[src/rtl/ternary_dot_stream_engine_pkg.sv]
// Shared definitions for the ternary dot-product stream engine.
//   TRIT_*   : 2-bit weight encodings (00=0, 01=+1, 10=-1, 11=illegal)
//   SAT_W    : working width of the generic saturating adder
//   sat_add  : signed add clamped to a signed 'width'-bit range, returns {sat, result}
package ternary_dot_stream_engine_pkg;

    localparam logic [1:0] TRIT_ZERO    = 2'b00;
    localparam logic [1:0] TRIT_POS     = 2'b01;
    localparam logic [1:0] TRIT_NEG     = 2'b10;
    localparam logic [1:0] TRIT_ILLEGAL = 2'b11;

    localparam int SAT_W = 64;

    // Operands arrive sign-extended to SAT_W; the sum is formed one bit wider
    // so it cannot wrap before being compared against the target range.
    function automatic logic [SAT_W:0] sat_add(
        input logic signed [SAT_W-1:0] acc,
        input logic signed [SAT_W-1:0] addend,
        input int                      width
    );
        logic signed [SAT_W:0] one;
        logic signed [SAT_W:0] sum;
        logic signed [SAT_W:0] max_v;
        logic signed [SAT_W:0] min_v;
        one   = {{SAT_W{1'b0}}, 1'b1};
        sum   = (SAT_W+1)'(acc) + (SAT_W+1)'(addend);
        max_v = (one <<< (width - 1)) - one;
        min_v = -max_v - one;
        if (sum > max_v) begin
            return {1'b1, max_v[SAT_W-1:0]};
        end else if (sum < min_v) begin
            return {1'b1, min_v[SAT_W-1:0]};
        end
        return {1'b0, sum[SAT_W-1:0]};
    endfunction

endpackage

[src/rtl/ternary_dot_stream_engine_lane.sv]
// One lane of the ternary multiplier: trit x signed activation.
//   trit    : weight trit (TRIT_* encoding)
//   act     : signed activation, ACT_WIDTH bits
//   product : signed product, ACT_WIDTH+1 bits (negating the most negative act cannot wrap)
//   nz      : weight is +1 or -1
//   illegal : weight is the reserved 2'b11 code (product forced to 0)
module ternary_lane_product
    import ternary_dot_stream_engine_pkg::*;
#(
    parameter int ACT_WIDTH = 8
) (
    input  logic [1:0]                  trit,
    input  logic signed [ACT_WIDTH-1:0] act,
    output logic signed [ACT_WIDTH:0]   product,
    output logic                        nz,
    output logic                        illegal
);

    logic signed [ACT_WIDTH:0] act_ext;
    assign act_ext = (ACT_WIDTH+1)'(act);

    always_comb begin
        product = '0;
        nz      = 1'b0;
        illegal = 1'b0;
        case (trit)
            TRIT_ZERO: ;
            TRIT_POS: begin
                product = act_ext;
                nz      = 1'b1;
            end
            TRIT_NEG: begin
                product = -act_ext;
                nz      = 1'b1;
            end
            TRIT_ILLEGAL: illegal = 1'b1;
            default: ;
        endcase
    end

endmodule

[src/rtl/ternary_dot_stream_engine.sv]
// Streaming ternary-weight dot-product engine.
// Each accepted beat carries LANES trit/activation pairs; products are summed
// per beat and accumulated (saturating) until in_last, then one result is held
// on the output until the consumer takes it.
//   clk, rst              : clock, asynchronous active-high reset
//   in_valid/in_ready     : beat handshake (in_ready = !(out_valid && !out_ready))
//   in_weights, in_acts   : per-lane trits / signed activations, lane i in slice i
//   in_last               : final beat of the vector
//   out_valid/out_ready   : result handshake, out_* held while not taken
//   out_result            : saturated signed dot product
//   out_sat, out_illegal  : vector saw a clamp / an illegal trit
//   out_nz_count          : saturating count of nonzero weights in the vector
// Pipeline: S1 lane products, S2 adder-tree sum, S3 accumulate + output.
// One global stall freezes every stage while a result is waiting.
module ternary_dot_stream_engine
    import ternary_dot_stream_engine_pkg::*;
#(
    parameter int LANES     = 8,
    parameter int ACT_WIDTH = 8,
    parameter int ACC_WIDTH = 24,
    parameter int CNT_WIDTH = 16
) (
    input  logic                       clk,
    input  logic                       rst,
    input  logic                       in_valid,
    output logic                       in_ready,
    input  logic [2*LANES-1:0]         in_weights,
    input  logic [ACT_WIDTH*LANES-1:0] in_acts,
    input  logic                       in_last,
    output logic                       out_valid,
    input  logic                       out_ready,
    output logic [ACC_WIDTH-1:0]       out_result,
    output logic                       out_sat,
    output logic [CNT_WIDTH-1:0]       out_nz_count,
    output logic                       out_illegal
);

    localparam int LVL_W = $clog2(LANES);
    localparam int SUM_W = ACT_WIDTH + LVL_W + 1;
    localparam int NZB_W = LVL_W + 1;

    logic stall;
    logic accept;
    assign stall    = out_valid && !out_ready;
    assign in_ready = !stall;
    assign accept   = in_valid && in_ready;

    // ---------------- lane products (combinational) ----------------
    logic [LANES-1:0][ACT_WIDTH:0] lane_prod;
    logic [LANES-1:0]              lane_nz;
    logic [LANES-1:0]              lane_ill;

    for (genvar i = 0; i < LANES; i++) begin : g_lane
        ternary_lane_product #(.ACT_WIDTH(ACT_WIDTH)) u_lane (
            .trit    (in_weights[2*i +: 2]),
            .act     (in_acts[i*ACT_WIDTH +: ACT_WIDTH]),
            .product (lane_prod[i]),
            .nz      (lane_nz[i]),
            .illegal (lane_ill[i])
        );
    end

    logic [NZB_W-1:0] beat_nz;
    always_comb begin
        beat_nz = '0;
        for (int i = 0; i < LANES; i++) begin
            beat_nz = beat_nz + NZB_W'(lane_nz[i]);
        end
    end

    // ---------------- S1 / S2 registers ----------------
    logic [2:1]                    vld_pipe;
    logic [2:1]                    last_pipe;
    logic [LANES-1:0][ACT_WIDTH:0] s1_prod;
    logic [NZB_W-1:0]              s1_nz;
    logic                          s1_ill;
    logic signed [SUM_W-1:0]       s2_sum;
    logic [NZB_W-1:0]              s2_nz;
    logic                          s2_ill;

    // Pairwise adder tree over the S1 products, registered only at the root.
    // Level 0 holds the sign-extended leaves; level LVL_W has a single node.
    for (genvar lv = 0; lv <= LVL_W; lv++) begin : g_lvl
        localparam int N = LANES >> lv;
        logic [N-1:0][SUM_W-1:0] sums;
        if (lv == 0) begin : g_leaf
            for (genvar i = 0; i < N; i++) begin : g_i
                assign sums[i] = SUM_W'($signed(s1_prod[i]));
            end
        end else begin : g_add
            for (genvar i = 0; i < N; i++) begin : g_i
                assign sums[i] = g_lvl[lv-1].sums[2*i] + g_lvl[lv-1].sums[2*i+1];
            end
        end
    end

    logic [SUM_W-1:0] tree_root;
    assign tree_root = g_lvl[LVL_W].sums[0];

    // Data registers load every unstalled cycle; vld_pipe qualifies them.
    always_ff @(posedge clk or posedge rst) begin
        if (rst) begin
            vld_pipe  <= '0;
            last_pipe <= '0;
            s1_prod   <= '0;
            s1_nz     <= '0;
            s1_ill    <= 1'b0;
            s2_sum    <= '0;
            s2_nz     <= '0;
            s2_ill    <= 1'b0;
        end else if (!stall) begin
            vld_pipe  <= {vld_pipe[1], accept};
            last_pipe <= {last_pipe[1], in_last};
            s1_prod   <= lane_prod;
            s1_nz     <= beat_nz;
            s1_ill    <= |lane_ill;
            s2_sum    <= tree_root;
            s2_nz     <= s1_nz;
            s2_ill    <= s1_ill;
        end
    end

    // ---------------- S3 accumulate ----------------
    logic signed [ACC_WIDTH-1:0] acc;
    logic                        sat_sticky;
    logic                        ill_sticky;
    logic [CNT_WIDTH-1:0]        nz_sticky;

    logic [SAT_W:0]              add_res;
    logic [ACC_WIDTH-1:0]        acc_next;
    logic                        sat_next;
    logic                        ill_next;
    logic [CNT_WIDTH:0]          nz_sum;
    logic [CNT_WIDTH-1:0]        nz_next;

    always_comb begin
        add_res  = sat_add(SAT_W'(acc), SAT_W'(s2_sum), ACC_WIDTH);
        acc_next = add_res[ACC_WIDTH-1:0];
        sat_next = sat_sticky | add_res[SAT_W];
        ill_next = ill_sticky | s2_ill;
        nz_sum   = (CNT_WIDTH+1)'(nz_sticky) + (CNT_WIDTH+1)'(s2_nz);
        nz_next  = nz_sum[CNT_WIDTH] ? '1 : nz_sum[CNT_WIDTH-1:0];
    end

    // A last beat publishes the result and clears the running state in the
    // same cycle, so the following vector's first beat accumulates from zero.
    // Unstalled means any held result is being taken, so out_valid only
    // stays up when a new result lands.
    always_ff @(posedge clk or posedge rst) begin
        if (rst) begin
            acc          <= '0;
            sat_sticky   <= 1'b0;
            ill_sticky   <= 1'b0;
            nz_sticky    <= '0;
            out_valid    <= 1'b0;
            out_result   <= '0;
            out_sat      <= 1'b0;
            out_nz_count <= '0;
            out_illegal  <= 1'b0;
        end else if (!stall) begin
            out_valid <= vld_pipe[2] && last_pipe[2];
            if (vld_pipe[2]) begin
                if (last_pipe[2]) begin
                    acc          <= '0;
                    sat_sticky   <= 1'b0;
                    ill_sticky   <= 1'b0;
                    nz_sticky    <= '0;
                    out_result   <= acc_next;
                    out_sat      <= sat_next;
                    out_nz_count <= nz_next;
                    out_illegal  <= ill_next;
                end else begin
                    acc        <= acc_next;
                    sat_sticky <= sat_next;
                    ill_sticky <= ill_next;
                    nz_sticky  <= nz_next;
                end
            end
        end
    end

endmodule

[config.mk]
export PLATFORM = sky130hd
export DESIGN_NAME = ternary_dot_stream_engine
export DESIGN_NICKNAME = d
export VERILOG_FILES = /design/src/rtl/ternary_dot_stream_engine_pkg.sv /design/src/rtl/ternary_dot_stream_engine_lane.sv /design/src/rtl/ternary_dot_stream_engine.sv
export SDC_FILE = /design/constraint.sdc
export NUM_CORES = 1
export LEC_CHECK = 0
export CAP_MARGIN = 40
export CORE_UTILIZATION = 63
export CTS_BUF_LIST = sky130_fd_sc_hd__clkbuf_4 sky130_fd_sc_hd__clkbuf_8 sky130_fd_sc_hd__clkbuf_16
export CTS_CLUSTER_DIAMETER = 150
export DETAILED_ROUTE_END_ITERATION = 8
export PLACE_DENSITY = 0.89
export SLEW_MARGIN = 15
export SYNTH_ARGS = -nofsm -noshare
export SYNTH_HDL_FRONTEND = slang
export SYNTH_SLANG_ARGS = --single-unit
[constraint.sdc]
create_clock -name clk -period 10.44 [get_ports clk]
set_clock_uncertainty 0.2 [all_clocks]
set_input_delay 1.566 -clock clk [delete_from_list [all_inputs] [get_ports clk]]
set_output_delay 1.566 -clock clk [all_outputs]
set_load 0.01 [all_outputs]
== Yosys cells after proc, flatten, opt, wreduce, memory -nomap -nowiden ==
Cells that the tools add are included.

* Add/sub/neg operators: 24
* $mul: 0
* Div/mod/pow operators: 0
* $lt $le $gt $ge: 2
* Eq/ne operators: 24
* Shift operators: 0
* Multiplexer cells: 34
* Bitwise gates (word level): 3
* Reduce and logical (&&, ||, !) cells: 16

{| class="wikitable"
|+ Operator list
! cell !! count
|-
| two-way mux 65 bit || 3
|-
| case mux 9 bit (2 select lines) || 8
|-
| negator 8 -> 9 bit || 8
|-
| adder 9 x 9 -> 10 bit || 4
|-
| equality test 2 bit (second input constant) || 16
|-
| two-way mux 16 bit || 2
|-
| adder 24 x 12 -> 25 bit || 1
|-
| > comparator 25 x 24 -> 1 bit (second input constant) || 1
|-
| < comparator 25 x 24 -> 1 bit (second input constant) || 1
|-
| two-way mux 24 bit || 1
|-
| adder 10 x 10 -> 11 bit || 2
|-
| two-way mux 1 bit || 20
|-
| adder 16 x 4 -> 17 bit || 1
|-
| adder 4 x 1 -> 4 bit || 4
|-
| equality test 2 x 1 -> 1 bit (second input constant) || 8
|-
| OR reduction 2 bit || 8
|-
| adder 11 x 11 -> 12 bit || 1
|-
| OR reduction 8 bit || 1
|-
| adder 3 x 1 -> 4 bit || 1
|-
| adder 2 x 1 -> 3 bit || 1
|-
| logical AND 1 bit || 3
|-
| AND reduction 3 bit || 1
|-
| adder 1 x 1 -> 2 bit || 1
|-
| zero test 1 bit || 2
|-
| other kinds (3) || 4
|}

* Register bits: 183
* Latch bits: 0
* RAM bits: 0
* Bits in read-only memories: 0
* Output and inout port bits: 44
* Logic and storage cells: 127
* Memories kept: 0

== Depth between registers and ports, before layout ==
* Depth after elaboration: 10
* Gate-level depth with buffers: 18
* Depth with buffers taken out: 18

== Modules after synthesis ==
From an unflattened synthesis, not the netlist that was laid out.

* Cell total of the unflattened synthesis: 1625
* Area total of the unflattened synthesis: 13405.4 µm²

{| class="wikitable"
|+ Modules (own cells, without submodules)
! module !! times used !! cells an instance !! area each (µm²)
|-
| ternary_dot_stream_engine || 1 || 1185 || 10832.9
|-
| ternary_lane_product || 8 || 55 || 321.6
|}

== Worst setup path before layout ==
OpenSTA, ideal clock, no wires.

* Kind: input -> register
* Start: input in_weights[6]
* End: register s1_nz[2]
* Library setup time: 136 ps
* Arrival: 4272 ps
* Required time: 10104 ps
* Setup slack: 5832 ps
* Cell stages on the path: 12
* Buffers on the path: 0
* Cell sequence: inv_1 > ha_1 > inv_1 > fa_1 > fa_1 > inv_1 > fa_1 > inv_1 > ha_1 > fa_1 > xnor2_1 > o21ai_0

* Word-level cells in the longest chain between the ends: 8

{| class="wikitable"
|+ RTL lines
! element !! line !! text
|-
| start, declared || ternary_dot_stream_engine.sv:27 || <nowiki>input logic [2*LANES-1:0] in_weights,</nowiki>
|-
| equality test 2 x 1 -> 1 bit / equality test 2 bit (equally long branches) || ternary_dot_stream_engine_lane.sv:26 || <nowiki>case (trit)</nowiki>
|-
| OR reduction 2 bit (no line) (*) || - ||
|-
| two-way mux 1 bit (*) || ternary_dot_stream_engine_lane.sv:26 ||
|-
| adder 3 x 1 -> 4 bit (*) || ternary_dot_stream_engine.sv:67 || <nowiki>beat_nz = beat_nz + NZB_W'(lane_nz[i]);</nowiki>
|-
| adder 4 x 1 -> 4 bit (*) (4 in series) || ternary_dot_stream_engine.sv:67 ||
|-
| end signal, assigned || ternary_dot_stream_engine.sv:115 || <nowiki>s1_nz <= beat_nz;</nowiki>
|-
| end, declared || ternary_dot_stream_engine.sv:75 || <nowiki>logic [NZB_W-1:0] s1_nz;</nowiki>
|}

Mark *: on every way between the ends. The rest lies on a longest branch, timed or not.
A chain may end at the register's enable or synchronous reset.

== Worst setup path in the final report ==
* Start: input out_ready
* End: output in_ready

* Word-level cells in the longest chain between the ends: 3

{| class="wikitable"
|+ RTL lines
! element !! line !! text
|-
| start, declared || ternary_dot_stream_engine.sv:31 || <nowiki>input logic out_ready,</nowiki>
|-
| zero test 1 bit || ternary_dot_stream_engine.sv:44 || <nowiki>assign stall = out_valid && !out_ready;</nowiki>
|-
| logical AND 1 bit || ternary_dot_stream_engine.sv:44 ||
|-
| zero test 1 bit || - ||
|-
| end, declared || ternary_dot_stream_engine.sv:26 || <nowiki>output logic in_ready,</nowiki>
|}

No other way between the ends.

==> results.sh <==
export IMPL_cp_slowest_cell="clkdlybuf4s50_1"
export IMPL_ys_types=64
export IMPL_grt_pass1_vias=10300
export IMPL_synth_avg_cell_area_sq_um=8.77
export IMPL_setup_viol=0
export IMPL_die_h_um=143
export IMPL_layout_drive_gt1_share=0.0470
export IMPL_cts_setup_buffers=0
export IMPL_dieWidth_um=143
export IMPL_core_area_sq_um=19500
export IMPL_arrival_ns=3.88
export IMPL_regToRegSetupSlack_ns=5.45
export IMPL_post_place_cells=1764
export IMPL_cts_buffers=17
export IMPL_diodes=0
export IMPL_r2r_start="g_lvl[0].sums[2]$_DFFE_PP0N_"
export IMPL_synth_warnings=0
export IMPL_worstPathCellList="clkdlybuf4s50_1 > nor2b_4 > buf_4 > inv_2 > buf_4 > clkdlybuf4s50_1"
export IMPL_cp_slowest_stage_delay_ns=0.67
export IMPL_syn_num_nets=1647
export IMPL_cts_hold_buf=0
export IMPL_synth_seq_cells=183
export IMPL_synth_area_leader_cell="dfrtp_1"
export IMPL_critPathMaxFanout=81
export IMPL_instances_no_fill=1798
export IMPL_rows=51
export IMPL_yosysTopAreaCellShare=0.367
export IMPL_critPathTopFamily="buffers and inverters"
export IMPL_hold_path_class="register to register"
export IMPL_final_hold_violation_count=0
export IMPL_synthTopCellsByArea="dfrtp_1, fa_1, ha_1"
export IMPL_status="finished, final reports clean"
export IMPL_cts_sinks=183
export IMPL_area_delta_synth_final_pct=17.0
export IMPL_syn_area_sq_um=12500
export IMPL_tightest_slew_ns=0.806
export IMPL_ant_nets=0
export IMPL_period_share=0.541
export IMPL_synth_edf_count=0
export IMPL_tns_ns=0
export IMPL_crit_end="in_ready"
export IMPL_critPathKind="input port to output pin"
export IMPL_clockRootBuffer="clkbuf_16"
export IMPL_ys_seq_area_frac=0.367
export IMPL_initial_core_util=0.642
export IMPL_port_buffers=128
export IMPL_cts_tree="done"
export IMPL_maxSlewViolCount=0
export IMPL_startpoint="out_ready"
export IMPL_path_depth=6
export IMPL_dpl_hpwl_mm=21.8
export IMPL_power_density_nw_per_um2=299
export IMPL_clk_pin_slew_ns=0.07
export IMPL_wl_per_cell_um=17.3
export IMPL_fmaxAchievable_mhz=177
export IMPL_rsz0062_at_grt="false"
export IMPL_netlist_instances=1424
export IMPL_rr_endpoint="s2_sum[10]$_DFFE_PP0N_"
export IMPL_power_leakage_uw=0.00663
export IMPL_rr_worst_depth=18
export IMPL_num_vias=10700
export IMPL_synth_main_ff_cell="dfrtp_1"
export IMPL_clkLatencyLatePin_ns=0.45
export IMPL_htreeDepth=4
export IMPL_wirelength_mm=31.0
export IMPL_die_area_sq_um=20400
export IMPL_drt_initial_drc_count=830
export IMPL_cts_resized=0
export IMPL_io_pins=129
export IMPL_min_period_ns=5.65
export IMPL_grt_pass1_wl_mm=50.2
export IMPL_path_buf_inv=5
export IMPL_vias_per_cell=5.93
export IMPL_drc=0
export IMPL_endpoint_kind="output pin"
export IMPL_required_ns=8.67
export IMPL_peakVddDrop_v=0.000217
export IMPL_grtUsageTotal=0.320
export IMPL_dr_pass1_iters=7
export IMPL_async_reset_ff_frac=1.00
export IMPL_antenna_found_initial=0
export IMPL_cp_start_kind="input port"
export IMPL_grt_max_degree=82
export IMPL_fin_nets=1743
export IMPL_gp_congestion=0.901
export IMPL_slew_headroom=0.463
export IMPL_cts_max_path_buffers=2
export IMPL_max_cap_violations=0
export IMPL_overflow=0
-- power by group --
part / internal (uW) / total, uW / switching, uW
clock network: 371 / 684 / 314
logic: 1050 / 2590 / 1540
registers: 942 / 1090 / 149
-- flip-flops by register name, summed over array words and instances, names as in the netlist --
name	count
sat_sticky	1
nz_sticky	16
out_nz_count	16
out_sat	1
last_pipe	2
s2_nz	4
out_illegal	1
vld_pipe	2
ill_sticky	1
s1_ill	1
out_result	24
s2_sum	12
s1_nz	4
acc	24
out_valid	1
s2_ill	1
g_lvl.sums	72
-- logic make-up (layout without fill, tap and decap cells) --
logic type | Yosys count | in the layout | synth area share
AO/OA/AOI/OAI | 389 | 389 | 0.195
XOR/XNOR | 53 | 53 | 0.0372
adder cells (fa/ha/maj) | 138 | 138 | 0.176
buffers and inverters | 238 | 347 | 0.0733
flip-flops | 183 | 183 | 0.367
multiplexers | 5 | 5 | 0.00441
AND/OR/NAND/NOR | 418 | 418 | 0.147
-- through the flow --
step | setup slack, ns | hold slack (ns) | cell area [sq um] | power [uW] | util
floorplan | 3.70 | 0.239 | 12500 | 2900 | -
global placement | 4.69 | 0.251 | 13900 | 3450 | 0.715
detailed placement | 4.51 | 0.258 | 14000 | 3580 | 0.717
CTS | 4.78 | 0.270 | 14600 | 4320 | 0.749
global route | 4.65 | 0.283 | 14600 | 4690 | 0.751
finish | 4.79 | 0.267 | 14600 | 4360 | 0.751
-- cell type report --
class | instances | area [sq um]
tap | 265 | 332
timing repair buffer | 138 | 1410
sequential | 183 | 4580
inverter | 177 | 669
multi-input combinational | 1003 | 7000
fill | 1321 | 4850
clock buffer | 18 | 439
clock inverter | 14 | 180
-- how the worst min path moves through the flow --
| stage | start | end | slack (ns) | cells past startpoint |
|---|---|---|---|---|
| final | last_pipe[1]$_DFFE_PP0N_ | last_pipe[2]$_DFFE_PP0N_ | 0.27 | 2 |
| after global routing | last_pipe[1]$_DFFE_PP0N_ | last_pipe[2]$_DFFE_PP0N_ | 0.28 | 2 |
| after CTS | last_pipe[1]$_DFFE_PP0N_ | last_pipe[2]$_DFFE_PP0N_ | 0.27 | 2 |
| after detailed placement | s1_nz[0]$_DFFE_PP0N_ | s1_nz[0]$_DFFE_PP0N_ | 0.26 | 2 |
| after global placement | last_pipe[1]$_DFFE_PP0N_ | last_pipe[1]$_DFFE_PP0N_ | 0.25 | 2 |
| after floorplan | last_pipe[1]$_DFFE_PP0N_ | last_pipe[1]$_DFFE_PP0N_ | 0.24 | 2 |
-- metal layers --
| layer | share of wire | wire length, um | global-route usage |
|---|---|---|---|
| met1 | 0.39 | 12300 | 0.388 |
| met5 | 0 | 0 | 0 |
| met3 | 0.064 | 1990 | 0.0580 |
| met4 | 0.035 | 1080 | 0.143 |
| met2 | 0.51 | 15700 | 0.557 |
-- synthesized netlist by cell type, types with 9 or more instances --
master,n
o22ai_1,28
o211ai_1,25
or3_1,11
o21ai_0,117
nor2_1,97
a22oi_1,27
o41ai_1,9
nand2b_1,17
a21oi_1,90
nand3_1,13
buf_1,9
dfrtp_1,183
ha_1,75
nor3_1,33
a21oi_2,10
inv_1,176
xnor2_1,36
a31oi_1,12
a21o_1,15
clkbuf_1,43
fa_1,63
xor2_1,17
nand2_1,207
-- worst register-to-register path, cell delays in order, from the launching register on --
cell and delay [ns]:
dfrtp_1 0.34, inv_1 0.08, fa_1 0.58, inv_1 0.07, fa_1 0.50, fa_1 0.55
inv_1 0.06, fa_1 0.54, inv_1 0.05, ha_1 0.21, fa_1 0.40, a21o_1 0.20
a21oi_1 0.24, o21bai_1 0.10, a21oi_1 0.24, o21bai_1 0.09, a21oi_1 0.17, xor2_1 0.15
o21ai_0 0.08
-- placed cells by master, fill, tap and decap left out, drive strengths merged, types with 9 or more instances in the layout --
| master | instances |
|---|---|
| nand2b | 17 |
| clkbuf | 18 |
| a22oi | 27 |
| fa | 63 |
| xor2 | 17 |
| nand3 | 14 |
| clkdlybuf4s50 | 128 |
| dfrtp | 183 |
| o41ai | 9 |
| nor3 | 34 |
| nand2 | 207 |
| a21oi | 100 |
| o21ai | 121 |
| a31oi | 12 |
| or3 | 11 |
| inv | 184 |
| ha | 75 |
| a21o | 15 |
| o211ai | 25 |
| buf | 10 |
| o22ai | 28 |
| nor2 | 98 |
| xnor2 | 36 |
(Power assumes the default switching activity.)
